<file path="src/rtl/ascon_state_unloader.sv">
// rtl/ascon_state_unloader.sv - captures a wide permutation state and streams it out word by word
module ascon_state_unloader #(
  parameter int STATE_W   = 320,
  parameter int WORD_W    = 32,
  parameter int MSW_FIRST = 1
) (
  input  logic               clk,
  input  logic               reset,
  input  logic               done_in,
  input  logic [STATE_W-1:0] state_in,
  output logic               o_valid,
  output logic [WORD_W-1:0]  o_data,
  output logic               o_last,
  input  logic               o_ready,
  output logic               busy,
  output logic               overrun,
  input  logic               clr_overrun
);

  localparam int NW = STATE_W / WORD_W;
  localparam int CW = (NW > 1) ? $clog2(NW) : 1;
  localparam logic [CW-1:0] LAST_IDX = CW'(NW - 1);

  typedef enum logic {IDLE, STREAM} fsm_t;

  fsm_t               state_q, state_d;
  logic [STATE_W-1:0] shreg_q, shreg_d;
  logic [CW-1:0]      cnt_q, cnt_d;
  logic               done_q;
  logic               overrun_q, overrun_d;

  logic cap;
  logic last_word;
  logic final_hs;

  // Only the rising edge of the completion level starts a capture.
  assign cap       = done_in && !done_q;
  assign last_word = (cnt_q == LAST_IDX);
  assign final_hs  = (state_q == STREAM) && o_ready && last_word;

  assign o_valid = (state_q == STREAM);
  assign busy    = (state_q == STREAM);
  assign o_last  = (state_q == STREAM) && last_word;
  assign o_data  = (MSW_FIRST != 0) ? shreg_q[STATE_W-1 -: WORD_W] : shreg_q[WORD_W-1:0];
  assign overrun = overrun_q;

  // State register, shift register, counter, edge detector and sticky flag.
  always_ff @(posedge clk or negedge reset) begin
    if (!reset) begin
      state_q   <= IDLE;
      shreg_q   <= '0;
      cnt_q     <= '0;
      done_q    <= 1'b0;
      overrun_q <= 1'b0;
    end else begin
      state_q   <= state_d;
      shreg_q   <= shreg_d;
      cnt_q     <= cnt_d;
      done_q    <= done_in;
      overrun_q <= overrun_d;
    end
  end

  // Next-state logic: capture, shift on accept, back-to-back reload on the final word.
  always_comb begin
    state_d   = state_q;
    shreg_d   = shreg_q;
    cnt_d     = cnt_q;
    overrun_d = clr_overrun ? 1'b0 : overrun_q;
    case (state_q)
      IDLE: begin
        if (cap) begin
          shreg_d = state_in;
          cnt_d   = '0;
          state_d = STREAM;
        end
      end
      STREAM: begin
        if (o_ready) begin
          if (last_word) begin
            cnt_d = '0;
            if (cap) begin
              shreg_d = state_in;
            end else begin
              state_d = IDLE;
            end
          end else begin
            shreg_d = (MSW_FIRST != 0) ? (shreg_q << WORD_W) : (shreg_q >> WORD_W);
            cnt_d   = cnt_q + 1'b1;
          end
        end
        // A capture that cannot be taken is recorded; setting beats clearing.
        if (cap && !final_hs) begin
          overrun_d = 1'b1;
        end
      end
      default: state_d = IDLE;
    endcase
  end

endmodule

</file>
<file path="config.mk">
export PLATFORM = sky130hd
export DESIGN_NAME = ascon_state_unloader
export DESIGN_NICKNAME = d
export VERILOG_FILES = /design/src/rtl/ascon_state_unloader.sv
export SDC_FILE = /design/constraint.sdc
export NUM_CORES = 1
export LEC_CHECK = 0
export BUFFER_PORTS_ARGS = -buffer_cell sky130_fd_sc_hd__buf_2
export CORE_UTILIZATION = 56
export DETAILED_ROUTE_END_ITERATION = 10
export PLACE_DENSITY_LB_ADDON = 0.12
export SLEW_MARGIN = 20
export SYNTH_ARGS = -nofsm -noshare
export SYNTH_HDL_FRONTEND = slang
export SYNTH_SLANG_ARGS = --single-unit
</file>
<file path="constraint.sdc">
create_clock -name clk -period 2.6 [get_ports clk]
set_input_delay 0.26 -clock clk [delete_from_list [all_inputs] [get_ports clk]]
set_output_delay 0.26 -clock clk [all_outputs]
set_load 0.05 [all_outputs]
</file>
Word level (Yosys, flattened, before mapping)
Index checks and enable logic that the tools add are counted.
{"block": "totals", "ff_bits": 327, "out_inout_bits": 36}
{"block": "op_classes", "add_sub_neg": 1, "eq_ne": 3, "muxes": 15, "bitwise_logic": 1, "reduce_logical": 8}
{"cell": "$mux W320", "n": 3}
{"cell": "$pmux W320 S2", "n": 1}
{"cell": "$mux W4", "n": 3}
{"cell": "$pmux W4 S2", "n": 1}
{"cell": "$mux W1", "n": 6}
{"cell": "$logic_and A1 B1 Y1", "n": 5}
{"cell": "$add A4 B1 Y4 const B", "n": 1}
{"cell": "$eq A4 B4 Y1 const B", "n": 1}
{"cell": "$ne A2 B2 Y1 const B", "n": 2}
{"cell": "$logic_not A1 Y1", "n": 2}
{"cell": "$pmux W1 S2", "n": 1}
{"cell": "$reduce_and A2 Y1", "n": 1}
{"cell": "$not A1 Y1", "n": 1}

Logic depth before layout (Yosys ltp)
{"block": "logic_depth", "depth_word": 6, "ltp_mapped": 10, "ltp_nobuf": 6}

Worst setup path after synthesis
OpenSTA, ideal clock, no wires.
{"block": "synth_path", "kind": "reg-to-reg", "startpoint": "reg state_q, in the netlist busy", "endpoint": "reg shreg_q[100]", "t_arrival_ps": 2038, "required_time_ps": 2474, "setup_slack_ps": 436, "path_stages_with_launch": 9, "path_buffers": 4, "period_less_slack_ps": 2164, "cell_sequence": "dfrtp_1 -> clkbuf_1 -> inv_1 -> a21o_1 -> and2_1 -> buf_6 -> buf_6 -> buf_6 -> a221o_1"}
{"block": "synth_between", "elab_chain_cells": 2, "elab_cells_between_ends": 3, "cone_classes": "eq/ne: 1; mux: 1; bitwise: 1"}
{"item": "start: declaration", "line_no": "26", "source": "fsm_t state_q, state_d;"}
{"item": "start signal: assignment", "line_no": "56", "source": "state_q <= state_d;"}
{"item": "$not A1 Y1"}
{"item": "$pmux W320 S2", "line_no": "70", "source": "case (state_q)"}
{"item": "end signal: assignment", "line_no": "57", "source": "shreg_q <= shreg_d;"}
{"item": "end: declaration", "line_no": "27", "source": "logic [STATE_W-1:0] shreg_q, shreg_d;"}
Parallel ways exist; a longest one is shown, timed or not.
A chain may end at the register's enable or synchronous reset.

Worst setup path after layout
{"block": "layout_path", "startpoint": "reg cnt_q[1]", "endpoint": "out o_last"}
{"block": "layout_between", "elab_chain_cells": 2}
{"item": "start: declaration", "line_no": "28", "source": "logic [CW-1:0] cnt_q, cnt_d;"}
{"item": "start signal: assignment", "line_no": "58", "source": "cnt_q <= cnt_d;"}
{"item": "$eq A4 B4 Y1", "line_no": "38", "source": "assign last_word = (cnt_q == LAST_IDX);"}
{"item": "$logic_and A1 B1 Y1", "line_no": "43", "source": "assign o_last = (state_q == STREAM) && last_word;"}
{"item": "end: declaration", "line_no": "13", "source": "output logic o_last,"}
No other way between the ends.

==> run_results.csv <==
group,metric,value,unit
outcome,run_status,"finished, final reports clean",
synth,mappedNetlistNets,2427,
clocking,clk_pin_slew,0.06,ns
setup_path,cpPeakStageDelay,0.40,ns
sta,fin_worst_skew,0.0110,ns
finish,final-instance-count-excl-fill,3079,
setup_path,timing.rr.end,"shreg_q[254]",
clocking,clk_path_buf_depth,3,
pwr,power.leakage,11.1,nW
setup_path,worst-r2r-setup-slack,0.30,ns
job,max_cap_viol_count,0,
clocking,cts_tree,"yes",
clocking,worst_skew_pair.late_latency,0.52,ns
pwr,vdd_ir_drop_max,0.501,mV
synth,warning_count_from_the_yosys_run,0,
floorplanning,fp-row-count,66,
setup_path,critical_path.n_buffers_inverters,3,
setup_path,crit_family,"buffers and inverters",
setup_path,worst_r2r_startpoint,"cnt_q[0]",
clocking,cts.sink_count,327,
global_routing,initial_antenna_violation_count,4,
global_routing,first_global_vias,18100,
clocking,cts_buffers,39,
floorplanning,horiz_die_dim,184,um
setup_path,worst_reg_to_reg_cells,6,
floorplanning,initial_core_util,57.1,%
sta,worstMarginPinSlew,0.958,ns
finish,drive_above_1_share,17.6,%
placed_design,postPlaceCellArea,0.0201,mm2
placed_design,dp_hpwl,37300,um
clocking,root_buffer_cell,"clkbuf_16",
hold_path,min_path_type,"in -> reg",
setup_path,timing.critical_path.slowest_stage_cell,"dfrtp_1",
sta,finalHoldViolCount,0,
synth,fraction_of_the_yosys_area_taken_by_sequential_cells,43.9,%
setup_path,crit_cells,6,
setup_path,critPathArrivalTime,2.14,ns
setup_path,crit_path_start,"cnt_q[1]",
clocking,post-cts-setup-buffers,0,
setup_path,worstPathRequired,2.34,ns
synth,ys_top_cells_by_area,"dfrtp_1, a221o_1, and2_1",
synth,netlist-cell-type-count,27,
setup_path,cp-end-kind,"output pin",
synth,synth.ff_latch_count,327,
sta,max_clock_freq,417,MHz
route,final_antenna_net_count,0,
floorplanning,die-height,184,um
sta,tns,0,ns
global_routing,grt_overflow_total,0,
sta,layout_min_cycle_time,2.40,ns
sta,final_max_slew_viol_count,0,
setup_path,cp_max_fo,53,
global_routing,grt_use_total,36.4,%
setup_path,cp-start-kind,"flop",
setup_path,worst_setup_path_endpoint,"o_last",
sta,slew_headroom,35.9,%
placed_design,place_worst_setup_slack,0.412,ns
pwr,p_per_area,859,mW/mm2
placed_design,numPlacedInstances,2699,
route,drt-wirelength-per-cell,20.8,um
finish,nNetsFinal,2923,
route,count_of_tritonroute_iterations_in_the_first_routing_pass,6,
floorplanning,coreArea,0.0326,mm2
finish,layout.cell_area.non_filler,0.0245,mm2
clocking,cts_max_level,2,
finish,synth_to_final_area_change,31.7,%
setup_path,critPathKind,"reg -> out",
synth,synth_top_area_share,43.9,%
sta,report.final.setup_viol,0,
floorplanning,num_io_pins,361,
global_routing,grt_max_degree,163,
route,via_per_inst,6.07,
sta,final_min_period_over_clock_period,92.3,%
route,via_count,18700,
placed_design,numPortBuffers,360,
global_routing,first_pass_grt_wire_length,96700,um
floorplanning,die_area,0.0340,mm2
route,postRouteWirelength,64200,um
route,dr.first_iter.drc_count,2033,
synth,mapped_avg_cell_area,8.87,um2
sta,layout_setup_ws,0.201,ns
setup_path,worstPathCellList,"inv_1 -> ha_1 -> and3b_4 -> buf_16 -> and2_1 -> buf_2",
placed_design,globalplace.congestion,0.863,
synth,syn-cell-area,0.0186,mm2
sta,grt_setup_unrepaired,"no",
route,route.detailed.drc,0,
synth,synth.largest_area_cell,"dfrtp_1",
synth,synthCells,2100,
==> synth_stat cells <==
| master | number |
|---|---|
| dfrtp_1 | 327 |
| nand2_1 | 322 |
| inv_1 | 291 |
| and2_1 | 289 |
| a221o_1 | 288 |
| o22ai_1 | 288 |
| clkbuf_1 | 126 |
| buf_4 | 33 |
| buf_2 | 31 |
| buf_6 | 28 |
| a21oi_1 | 17 |
| a22o_1 | 17 |
| buf_1 | 15 |
| o21ai_0 | 7 |
| nand2b_1 | 4 |
| nor2_1 | 4 |
| ha_1 | 2 |
| nor2b_1 | 2 |
| a21o_1 | 1 |
| and3_1 | 1 |
| and3b_1 | 1 |
| nand3_1 | 1 |
| nand4_1 | 1 |
| nor2_2 | 1 |
| nor3_1 | 1 |
| o21ai_1 | 1 |
| o31ai_1 | 1 |
==> cell type report <==
| class | count | area (um2) |
|---|---|---|
| flip-flops and latches | 327 | 8190 |
| multi-input cells | 1249 | 8120 |
| clock inverters | 12 | 138 |
| repair buffers | 688 | 5200 |
| fillers | 2286 | 8080 |
| inverters | 291 | 1090 |
| clock buffers | 59 | 1220 |
| well taps | 442 | 553 |
| diodes | 11 | 27.5 |
==> what timing repair did <==
item | in CTS | in global routing
hold buffers | 296 | 1
resized for setup | 0 | 1
endpoints found under the hold margin | 344 | 1
endpoints found under the setup margin | 0 | 1
==> layer usage <==
metal | wire, um | global-route usage, % | vias to the layer above
li1 | - | - | 8417
met1 | 25500 | 46.5 | 9131
met2 | 31000 | 60.4 | 952
met3 | 4720 | 5.57 | 192
met4 | 3010 | 17.3 | 0
met5 | 0 | 0 | -
==> how the worst min path moves through the flow <==
stage,startpoint,end,slack [ns],cells past startpoint
floorplan,reset,busy,-0.04,0
global placement,reset,shreg_q[299],0.17,1
detailed placement,reset,shreg_q[299],0.17,1
CTS,state_in[1],shreg_q[1],0.00006,3
global route,state_in[146],shreg_q[146],0.001,2
finish,state_in[194],shreg_q[194],0.007,2
==> logic make-up after synthesis <==
family,Yosys count,share of synthesized area (%)
buffers and inverters,524,12.6
AOI/OAI and AO/OA,620,26.7
and+or+nand+nor,627,16.7
DFF,327,43.9
adders and majority gates,2,0.134
==> flip-flops by register name, summed over array words and instances (netlist names) <==
name     flops
busy         1
cnt_q        4
done_q       1
overrun      1
shreg_q    320
==> through the flow <==
stage	utilization (%)	power, mW	hold slack (ns)
6_report	75.2	21.1	0.00734
3_5_place_dp	61.8	14.7	0.174
2_1_floorplan	-	13.0	-0.0356
3_3_place_gp	61.8	14.4	0.174
5_1_grt	75.2	22.1	0.00144
4_1_cts	75.0	20.8	0.0000614
==> report_power, final <==
group,total (mW),internal (mW),switching (mW)
clock,5.80,3.54,2.26
sequential,7.89,6.50,1.40
combinational,7.38,3.37,4.01
total,21.1,13.4,7.66
==> layout by cell type, fill, tap and decap left out, drive strengths merged <==
cell | netlist | final
nor3 | 1 | 1
nand4 | 1 | 1
a221o | 288 | 288
o22ai | 288 | 288
nor2b | 2 | 2
clkbuf | 126 | 60
and3 | 1 | 1
bufinv | 0 | 3
o21ai | 8 | 8
nand2b | 4 | 4
clkinv | 0 | 8
diode | 0 | 11
a21o | 1 | 1
o31ai | 1 | 1
nand3 | 1 | 1
clkinvlp | 0 | 1
ha | 2 | 2
nand2 | 322 | 322
and2 | 289 | 289
and3b | 1 | 1
inv | 291 | 291
a22o | 17 | 17
buf | 107 | 390
a21oi | 17 | 17
dlygate4sd3 | 0 | 297
nor2 | 5 | 5
dfrtp | 327 | 327
Power figures use the tool's default switching activity.
